**src/rtl/match_pkg.sv**
```systemverilog
// Shared types and constants for the match_sequencer game-flow controller.
package match_pkg;

   typedef enum logic [2:0] {
      TITLE,
      INTRO,
      FIGHT,
      KO,
      MATCH_OVER
   } state_t;

   localparam logic [2:0] MODE_TITLE = 3'b000;
   localparam logic [2:0] MODE_AI    = 3'b001;
   localparam logic [2:0] MODE_2P    = 3'b010;

   localparam logic [7:0] KEY_1 = 8'h1E;
   localparam logic [7:0] KEY_2 = 8'h1F;
   localparam logic [7:0] KEY_R = 8'h15;

   localparam logic [1:0] WIN_NONE = 2'b00;
   localparam logic [1:0] WIN_P1   = 2'b01;
   localparam logic [1:0] WIN_P2   = 2'b10;
   localparam logic [1:0] WIN_DRAW = 2'b11;

   // A press is the first frame a key appears; holding it does not repeat.
   function automatic logic key_pressed(input logic [7:0] key,
                                        input logic [7:0] prev_key,
                                        input logic [7:0] target);
      return (key == target) && (prev_key != target);
   endfunction

   function automatic logic [1:0] sat_inc2(input logic [1:0] v);
      return (v == 2'b11) ? v : v + 2'd1;
   endfunction

endpackage

```
**src/rtl/round_timer.sv**
```systemverilog
// Round clock: frame prescaler feeding a seconds down-counter.
// Compiled only when ROUND_TIMER_EN is defined.
`ifdef ROUND_TIMER_EN
module round_timer #(
   parameter int unsigned ROUND_SECS     = 60,
   parameter int unsigned FRAMES_PER_SEC = 60
) (
   input  logic       clk,
   input  logic       rst,
   input  logic       load,
   input  logic       clear,
   input  logic       en,
   output logic [6:0] sec,
   output logic       expired
);
   localparam int unsigned PW = (FRAMES_PER_SEC > 1) ? $clog2(FRAMES_PER_SEC) : 1;
   localparam logic [PW-1:0] PRESC_LAST = PW'(FRAMES_PER_SEC - 1);

   logic [PW-1:0] presc_q, presc_d;
   logic [6:0]    sec_q, sec_d;

   always_ff @(posedge clk or posedge rst) begin
      if (rst) begin
         presc_q <= '0;
         sec_q   <= '0;
      end else begin
         presc_q <= presc_d;
         sec_q   <= sec_d;
      end
   end

   always_comb begin
      presc_d = presc_q;
      sec_d   = sec_q;
      if (clear) begin
         presc_d = '0;
         sec_d   = '0;
      end else if (load) begin
         presc_d = '0;
         sec_d   = 7'(ROUND_SECS);
      end else if (en) begin
         if (presc_q == PRESC_LAST) begin
            presc_d = '0;
            if (sec_q != 7'd0)
               sec_d = sec_q - 7'd1;
         end else begin
            presc_d = presc_q + PW'(1);
         end
      end
   end

   assign sec     = sec_q;
   assign expired = (sec_q == 7'd0);

endmodule
`endif

```
**src/rtl/match_sequencer.sv**
```systemverilog
// Frame-rate game flow: title -> intro -> fight -> KO hold -> match over.
// Define ROUND_TIMER_EN to add the per-round countdown with health-based timeout verdict.
module match_sequencer
   import match_pkg::*;
#(
   parameter int unsigned WINS_NEEDED    = 2,
   parameter int unsigned INTRO_FRAMES   = 120,
   parameter int unsigned KO_FRAMES      = 50,
   parameter int unsigned ROUND_SECS     = 60,
   parameter int unsigned FRAMES_PER_SEC = 60
) (
   input  logic       frame_clk,
   input  logic       Reset,
   input  logic [7:0] keycode,
   input  logic       p1_lose,
   input  logic       p2_lose,
   input  logic [9:0] p1_health,
   input  logic [9:0] p2_health,
   output logic [2:0] game_mode,
   output logic       freeze,
   output logic       round_reset,
   output logic [8:0] count,
   output logic [2:0] round_num,
   output logic [1:0] p1_wins,
   output logic [1:0] p2_wins,
   output logic [1:0] winner,
   output logic [6:0] timer_sec
);
   localparam int unsigned IW = (INTRO_FRAMES > 1) ? $clog2(INTRO_FRAMES) : 1;
   localparam logic [IW-1:0] INTRO_LAST = IW'(INTRO_FRAMES - 1);
   localparam logic [8:0] KO_END   = 9'(KO_FRAMES);
   localparam logic [8:0] KO_SCORE = KO_END - 9'd1;
   localparam logic [1:0] WINS_GOAL = 2'(WINS_NEEDED);

   state_t        state_q, state_d;
   logic [7:0]    prev_key_q;
   logic [2:0]    game_mode_q, game_mode_d;
   logic [8:0]    count_q, count_d;
   logic [2:0]    round_num_q, round_num_d;
   logic [1:0]    p1_wins_q, p1_wins_d;
   logic [1:0]    p2_wins_q, p2_wins_d;
   logic [1:0]    winner_q, winner_d;
   logic [IW-1:0] intro_cnt_q, intro_cnt_d;
   logic          ko_p1_q, ko_p1_d;
   logic          ko_p2_q, ko_p2_d;

   logic          press_ai, press_2p, restart;
   logic [6:0]    timer_sec_w;
   logic          timer_expired;
   logic          timeout_p1_lose, timeout_p2_lose;

   assign press_ai = key_pressed(keycode, prev_key_q, KEY_1);
   assign press_2p = key_pressed(keycode, prev_key_q, KEY_2);
   assign restart  = key_pressed(keycode, prev_key_q, KEY_R) && (state_q != TITLE);

`ifdef ROUND_TIMER_EN
   round_timer #(
      .ROUND_SECS     (ROUND_SECS),
      .FRAMES_PER_SEC (FRAMES_PER_SEC)
   ) u_round_timer (
      .clk     (frame_clk),
      .rst     (Reset),
      .load    ((state_q == INTRO) && (intro_cnt_q == INTRO_LAST) && !restart),
      .clear   (restart),
      .en      ((state_q == FIGHT) && !restart),
      .sec     (timer_sec_w),
      .expired (timer_expired)
   );
   // Equal health flags both players, which scores as a draw.
   assign timeout_p1_lose = (p1_health <= p2_health);
   assign timeout_p2_lose = (p2_health <= p1_health);
`else
   localparam int unsigned UNUSED_TIMER_CFG = ROUND_SECS + FRAMES_PER_SEC;
   logic unused_health;
   assign unused_health   = ^{p1_health, p2_health};
   assign timer_sec_w     = '0;
   assign timer_expired   = 1'b0;
   assign timeout_p1_lose = 1'b0;
   assign timeout_p2_lose = 1'b0;
`endif

   always_ff @(posedge frame_clk or posedge Reset) begin
      if (Reset) begin
         state_q     <= TITLE;
         prev_key_q  <= '0;
         game_mode_q <= MODE_TITLE;
         count_q     <= '0;
         round_num_q <= 3'd1;
         p1_wins_q   <= '0;
         p2_wins_q   <= '0;
         winner_q    <= WIN_NONE;
         intro_cnt_q <= '0;
         ko_p1_q     <= 1'b0;
         ko_p2_q     <= 1'b0;
      end else begin
         state_q     <= state_d;
         prev_key_q  <= keycode;
         game_mode_q <= game_mode_d;
         count_q     <= count_d;
         round_num_q <= round_num_d;
         p1_wins_q   <= p1_wins_d;
         p2_wins_q   <= p2_wins_d;
         winner_q    <= winner_d;
         intro_cnt_q <= intro_cnt_d;
         ko_p1_q     <= ko_p1_d;
         ko_p2_q     <= ko_p2_d;
      end
   end

   always_comb begin
      state_d     = state_q;
      game_mode_d = game_mode_q;
      count_d     = count_q;
      round_num_d = round_num_q;
      p1_wins_d   = p1_wins_q;
      p2_wins_d   = p2_wins_q;
      winner_d    = winner_q;
      intro_cnt_d = intro_cnt_q;
      ko_p1_d     = ko_p1_q;
      ko_p2_d     = ko_p2_q;

      case (state_q)
         TITLE: begin
            if (press_ai || press_2p) begin
               game_mode_d = press_ai ? MODE_AI : MODE_2P;
               state_d     = INTRO;
               intro_cnt_d = '0;
               round_num_d = 3'd1;
               p1_wins_d   = '0;
               p2_wins_d   = '0;
               winner_d    = WIN_NONE;
               count_d     = '0;
            end
         end
         INTRO: begin
            if (intro_cnt_q == INTRO_LAST)
               state_d = FIGHT;
            else
               intro_cnt_d = intro_cnt_q + IW'(1);
         end
         FIGHT: begin
            if (p1_lose || p2_lose) begin
               state_d = KO;
               count_d = '0;
               ko_p1_d = p1_lose;
               ko_p2_d = p2_lose;
            end else if (timer_expired) begin
               state_d = KO;
               count_d = '0;
               ko_p1_d = timeout_p1_lose;
               ko_p2_d = timeout_p2_lose;
            end
         end
         KO: begin
            // Score on the edge count reaches KO_FRAMES; leave KO one frame later.
            if (count_q != KO_END) begin
               count_d = count_q + 9'd1;
               if (count_q == KO_SCORE) begin
                  if (ko_p2_q && !ko_p1_q) p1_wins_d = sat_inc2(p1_wins_q);
                  if (ko_p1_q && !ko_p2_q) p2_wins_d = sat_inc2(p2_wins_q);
               end
            end else if (p1_wins_q >= WINS_GOAL) begin
               state_d  = MATCH_OVER;
               winner_d = WIN_P1;
            end else if (p2_wins_q >= WINS_GOAL) begin
               state_d  = MATCH_OVER;
               winner_d = WIN_P2;
            end else begin
               state_d     = INTRO;
               intro_cnt_d = '0;
               count_d     = '0;
               if (!(ko_p1_q && ko_p2_q) && (round_num_q != 3'd7))
                  round_num_d = round_num_q + 3'd1;
            end
         end
         MATCH_OVER: begin
         end
         default: state_d = TITLE;
      endcase

      if (restart) begin
         state_d     = TITLE;
         game_mode_d = MODE_TITLE;
         count_d     = '0;
         round_num_d = 3'd1;
         p1_wins_d   = '0;
         p2_wins_d   = '0;
         winner_d    = WIN_NONE;
         intro_cnt_d = '0;
         ko_p1_d     = 1'b0;
         ko_p2_d     = 1'b0;
      end
   end

   always_comb begin
      freeze      = (state_q != FIGHT);
      round_reset = (state_q == INTRO) && (intro_cnt_q == '0);
   end

   assign game_mode = game_mode_q;
   assign count     = count_q;
   assign round_num = round_num_q;
   assign p1_wins   = p1_wins_q;
   assign p2_wins   = p2_wins_q;
   assign winner    = winner_q;
   assign timer_sec = timer_sec_w;

endmodule

```
**config.mk**
```make
export PLATFORM = sky130hd
export DESIGN_NAME = match_sequencer
export DESIGN_NICKNAME = d
export VERILOG_FILES = /design/src/rtl/match_pkg.sv /design/src/rtl/round_timer.sv /design/src/rtl/match_sequencer.sv
export SDC_FILE = /design/constraint.sdc
export NUM_CORES = 1
export LEC_CHECK = 0
export CAP_MARGIN = 20
export CORE_ASPECT_RATIO = 1.5
export CORE_MARGIN = 2
export CORE_UTILIZATION = 30
export CTS_CLUSTER_DIAMETER = 80
export DETAILED_ROUTE_END_ITERATION = 16
export PLACE_DENSITY = 0.62
export SYNTH_ARGS = -nofsm -noshare
export SYNTH_HDL_FRONTEND = slang
export SYNTH_SLANG_ARGS = --single-unit
```
**constraint.sdc**
```tcl
create_clock -name frame_clk -period 5.6 [get_ports frame_clk]
set_input_delay 0.56 -clock frame_clk [delete_from_list [all_inputs] [get_ports frame_clk]]
set_output_delay 0.56 -clock frame_clk [all_outputs]
set_load 0.01 [all_outputs]
```
==> flow_metrics.tcl, run 1 <==
set metrics [dict create \
    hold_class "reg -> reg" \
    final_antenna_net_count 0 \
    synth_edf_count 0 \
    worstReg2RegEnd "winner[1]$_DFFE_PP0P_" \
    tns_ns 0 \
    row_count 39 \
    crit_family "simple AND/OR/NAND/NOR gates" \
    dp_slack_ns 2.60 \
    grt_pass1_wl_um 8680 \
    post-route-period-util 0.485 \
    top_level_ports 62 \
    clock_latency_ns 0.28 \
    rsz0062_at_grt "false" \
    finalClockSkew_ns 0.00573 \
    regToRegStartpoint "state_q[2]$_DFFE_PP0P_" \
    cts_buffers 5 \
    yosys_warnings 0 \
    port_buffers 33 \
    clkSlewWorstSetupHoldPaths_ns 0.06 \
    wirelength_um 5100 \
    vias_per_cell 5.04 \
    crit_path_end_kind "flop" \
    dpl_cell_area_sq_um 2780 \
    grt_pass1_vias 1894 \
    arrival_ns 2.88 \
    root_buffer "clkbuf_16" \
    status "finished clean" \
    syn_area_sq_um 2380 \
    max_slew_margin 0.552 \
    period_needed_ns 2.72 \
    cellLeakagePower_nw 1.24 \
    cpMostUsedCell "a211o_1" \
    dieArea_sq_um 8680 \
    cp_cell_sequence "clkdlybuf4s50_1, or4b_1, a211o_1, and2_1, and3_1, a211o_1" \
    hold_path.startpoint "winner[1]$_DFFE_PP0P_" \
    ys_seq_area_frac 0.421 \
    place_congestion 0.779 \
    crit_fanout 22 \
    fin_area_sq_um 2940 \
    final_hold_viol_count 0 \
    hold_buffers 0 \
    overflow 0 \
    slowest_stage "or4b_1" \
    start_util 0.311 \
    syn2layout_area_growth_pct 23.6 \
    cts.path.max_buffers 2 \
    layout-drive-gt1-share 0.0794 \
    htreeDepth 2 \
    ys.flop_type "dfrtp_1" \
    cts_sinks 40 \
    cp-start-kind "input pin" \
    syn_avg_cell_area_sq_um 9.84 \
    firstDrtPassIters 4 \
    synth.distinct_cells 61 \
    dr.first_iter.drc_count 80 \
    async_reset_ff_frac 1.00 \
    synth-seq-cells 40 \
    path_class "in -> reg" \
    max_clock_freq_mhz 368 \
    antenna_found_initial 0 \
    power_density_nw_per_um2 352 \
    finalNetCount 319 \
    slew_viol_final 0 \
    die_y_um 113 \
    worst_slew_pin_slew_ns 0.672 \
    diodes 0 \
    cp.required_ns 5.76 \
    drc 0 \
    synth_cells 242 \
    hold_end "winner[1]$_DFFE_PP0P_" \
    path_buf_inv 1 \
    maxCapViolations 0 \
    grt_max_degree 41 \
    cts_tree "done" \
    setup_ws_ns 2.88 \
    whs_path_depth 1 \
    route.detailed.wl_per_inst_um 13.5 \
    core_area_sq_um 7660 \
    die_x_um 76.8 \
    grtUsageTotal 0.123 \
    dp_hpwl_um 3700 \
    r2r_slack_ns 3.35 \
    postCtsResizedCells 0 \
    ir_drop_uv 127 \
    setup_violations 0 \
    reg2reg_depth 5 \
    dr_total_vias 1912 \
    cts_post_setup_buffers_inserted 0 \
    crit_path_max_incr_delay_ns 0.53 \
]
==> cell usage after synthesis (3+ instances only) <==
library cell / instances / area, sq um
nand2b_1: 3 / 18.8
nand2_1: 20 / 75.1
o21ai_0: 4 / 20.0
xnor2_1: 4 / 35.0
o22ai_1: 5 / 31.3
a21oi_1: 10 / 50.1
nor3b_1: 3 / 22.5
a31oi_1: 8 / 50.1
and3_1: 3 / 18.8
nor4b_1: 3 / 26.3
o21ai_1: 4 / 20.0
ha_1: 11 / 138
nand3_1: 13 / 65.1
and2_1: 6 / 37.5
a211o_1: 4 / 35.0
buf_4: 8 / 60.1
buf_2: 3 / 15.0
mux2i_1: 6 / 60.1
a22o_1: 3 / 26.3
nand4_1: 4 / 25.0
inv_1: 16 / 60.1
nor3_1: 5 / 25.0
dfrtp_1: 39 / 976
nor2_1: 11 / 41.3
==> metrics by stage <==
step | utilization | hold WS (ns) | cells | total power, mW
after floorplan | - | 0.508 | 249 | 0.616
after global placement | 0.363 | 0.475 | 371 | 0.715
after detailed placement | 0.363 | 0.488 | 371 | 0.723
after CTS | 0.384 | 0.501 | 379 | 1.05
after global routing | 0.384 | 0.532 | 379 | 1.11
final | 0.384 | 0.502 | 379 | 1.04
==> cell families (layout without fill, tap and decap cells) <==
group	Yosys count	after routing	share of synthesized area
compound gates	55	55	0.168
mux	9	9	0.0410
simple gates	92	92	0.232
xor+xnor	4	4	0.0147
buf+inv	30	58	0.0646
fa+ha+maj	11	11	0.0578
flops	40	40	0.421
other cells	1	8	0.00157
==> worst max-delay path by stage <==
| stage | start | to | slack (ns) | cells past startpoint |
|---|---|---|---|---|
| detailed placement | keycode[1] | count[7]$_DFFE_PP0P_ | 2.60 | 6 |
| CTS | keycode[1] | count[7]$_DFFE_PP0P_ | 2.89 | 6 |
| global placement | keycode[1] | count[7]$_DFFE_PP0P_ | 2.61 | 6 |
| floorplan | p2_wins[0]$_DFFE_PP0P_ | round_num[0]$_DFFE_PP1P_ | 3.47 | 6 |
| finish | keycode[1] | count[7]$_DFFE_PP0P_ | 2.88 | 6 |
| global route | keycode[1] | count[7]$_DFFE_PP0P_ | 2.76 | 6 |
==> cell type report <==
type | count | area, sq um
clock inverter | 2 | 35.0
tap | 102 | 128
multi-input combinational | 179 | 1250
inverter | 16 | 60.1
clock buffer | 6 | 129
sequential | 40 | 1000
fill | 790 | 4720
timing repair buffer | 34 | 338
==> metal layers <==
layer | wire length [um] | global-route usage
met1 | 2190 | 0.138
met2 | 2650 | 0.226
met3 | 179 | 0.0223
met4 | 89 | 0.0509
met5 | 0 | 0
==> cell usage in the layout (no fill, tap or decap), drive strengths merged, types with 11 or more instances in the layout <==
master / Yosys / final
dfrtp: 39 / 39
clkdlybuf4s50: 0 / 33
nand2: 20 / 20
inv: 16 / 16
nand3: 13 / 13
a21oi: 12 / 12
nor2: 11 / 11
ha: 11 / 11
==> sequential cells by signal (all words and copies together) (netlist names) <==
register	flops
count	9
game_mode	2
intro_cnt_q	7
ko_p1_q	1
ko_p2_q	1
p1_wins	2
p2_wins	2
prev_key_q	8
round_num	3
state_q	3
winner	2
==> power by group <==
group / switching (mW) / internal [mW] / leakage (nW) / total (mW)
Clock: 0.112 / 0.210 / 0.0808 / 0.321
Combinational: 0.161 / 0.147 / 0.643 / 0.308
Sequential: 0.0671 / 0.341 / 0.520 / 0.408
(Power assumes the default switching activity.)
==> inputs of run 2 (changes only) <==
- clock period: 5.6 -> 2.75 ns (I/O delays scaled with it)
==> run 2 against run 1 <==
  * Hold slack got worse by 0.072 ns
  * Non-clock buffer count increased by 3
  * Clock skew increased by 0.0016 ns
  * Critical path type is now reg -> out
==> flow_metrics.tcl, run 2 (synthesized netlist as in run 1, its figures left out) <==
set metrics [dict create \
    fill_cells 789 \
    dp.cells 374 \
    max_clock_freq_mhz 425 \
    hold_buffers 0 \
    p_sw_mw 0.685 \
    drc 0 \
    slew_viol_final 0 \
    finalNetCount 322 \
    largest_reg_flops 9 \
    die_x_um 76.8 \
    sw_frac_of_total 0.339 \
    postCtsResizedCells 0 \
    final_hold_viol_count 0 \
    power_density_nw_per_um2 688 \
    root_buffer "clkbuf_16" \
    final_cell_mix "dfrtp_1, clkdlybuf4s50_1, nand2_1" \
    clkSlewWorstSetupHoldPaths_ns 0.06 \
    layout-drive-gt1-share 0.0821 \
    final_core_util 0.384 \
    dieArea_sq_um 8680 \
    worst_slew_pin_slew_ns 0.650 \
    layout_commonest_cell "dfrtp_1" \
    core_area_sq_um 7660 \
    top_level_ports 62 \
    cp.required_ns 2.48 \
    max_slew_margin 0.564 \
    antenna_found_initial 0 \
    cts_tree "done" \
    seq_area_sq_um 1000 \
    internal_power_mw 1.34 \
    grtUsageTotal 0.127 \
    port_buffers 33 \
    crit_path_end_kind "primary output" \
    syn2layout_area_growth_pct 23.4 \
    arrival_ns 2.08 \
    final_cells 382 \
    diodes 0 \
    dr.first_iter.drc_count 56 \
    cts_post_setup_buffers_inserted 0 \
    grt_max_degree 41 \
    pwr-share-comb 0.313 \
    wirelength_um 5150 \
    overflow 0 \
    hold_class "in -> async" \
    final_antenna_net_count 0 \
    dr_total_vias 1882 \
    row_count 39 \
    rsz0062_at_grt "false" \
    cts_buffers 5 \
    path_class "reg -> out" \
    slowest_stage "dfrtp_1" \
    grt_pass1_vias 1855 \
    place_congestion 0.806 \
    cts.path.max_buffers 2 \
    multi_input_area_sq_um 1250 \
    setup_violations 0 \
    crit_fanout 12 \
    htreeDepth 2 \
    die_y_um 113 \
    cp-start-kind "flop" \
    dp_hpwl_um 3850 \
    clock_latency_ns 0.29 \
    start_util 0.311 \
    grt_pass1_wl_um 8680 \
    cp_cell_sequence "nor2b_1, and2_1, and4_1, clkdlybuf4s50_1" \
    period_needed_ns 2.35 \
    ir_drop_uv 250 \
    finalClockSkew_ns 0.00735 \
    power_frac_clock 0.276 \
    whs_ns 0.430 \
    tns_ns 0 \
    status "finished clean" \
    pwr-share-seq 0.411 \
    crit_path_max_incr_delay_ns 0.55 \
    cts_sinks 40 \
    cellLeakagePower_nw 1.24 \
    post-route-period-util 0.855 \
    route.detailed.wl_per_inst_um 13.5 \
    firstDrtPassIters 4 \
    maxCapViolations 0 \
    vias_per_cell 4.93 \
]
[run 2: cell types whose count changed in the layout (fill, tap and decap cells not counted), sizes merged]
cell,delta
clkinv,-1
buf,+3
clkbuf,+2
bufinv,-1
[run 2: power by group through the flow]
stage               registers (mW)  logic, mW  clock network [mW]
floorplan                    0.815      0.438                   0
global placement             0.835      0.629                   0
detailed placement           0.841      0.642                   0
CTS                          0.831      0.645               0.579
global route                 0.852      0.716               0.605
finish                       0.830      0.634               0.558
[run 2: layout make-up]
cell class              count  share of cell area
multi-input cells         179               0.426
inverters                  16              0.0204
repair buffers             37               0.123
flip-flops and latches     40               0.341
clock buffers               8              0.0464
well taps                 102              0.0434
[run 2: worst max-delay path, delay by kind of cell, from the launching register on]
family,cells,cell delay (ns)
buffers and inverters,1,0.54
flip-flops,1,0.55
AND/OR/NAND/NOR,3,0.71
[run 2: path summary, 6_finish.rpt]
path,cells after the start,to,slack (ns),startpoint
min in group frame_clk,1,prev_key_q[5]$_DFF_PP0_,0.48,keycode[5]
min reg2reg,1,winner[0]$_DFFE_PP0P_,0.50,winner[0]$_DFFE_PP0P_
max,4,round_reset,0.40,state_q[0]$_DFFE_PP0P_
min,3,prev_key_q[4]$_DFF_PP0_,0.43,Reset
max in group asynchronous,3,round_num[0]$_DFFE_PP1P_,1.94,Reset
max reg2reg,6,round_num[0]$_DFFE_PP1P_,0.55,p2_wins[0]$_DFFE_PP0P_
[run 2: through the flow]
stage	instance area (sq um)	worst slack (ns)	total power, mW
2_1_floorplan	2410	0.623	1.25
3_3_place_gp	2800	0.325	1.46
3_5_place_dp	2800	0.283	1.48
4_1_cts	2940	0.383	2.05
5_1_grt	2940	0.237	2.17
6_report	2940	0.398	2.02
[run 2: per-layer routing]
metal / vias up / wire length (um) / global-route usage
met5: - / 0 / 0
met4: 0 / 157 / 0.0703
met3: 8 / 147 / 0.0255
met2: 31 / 2690 / 0.225
met1: 901 / 2160 / 0.140
li1: 942 / - / -
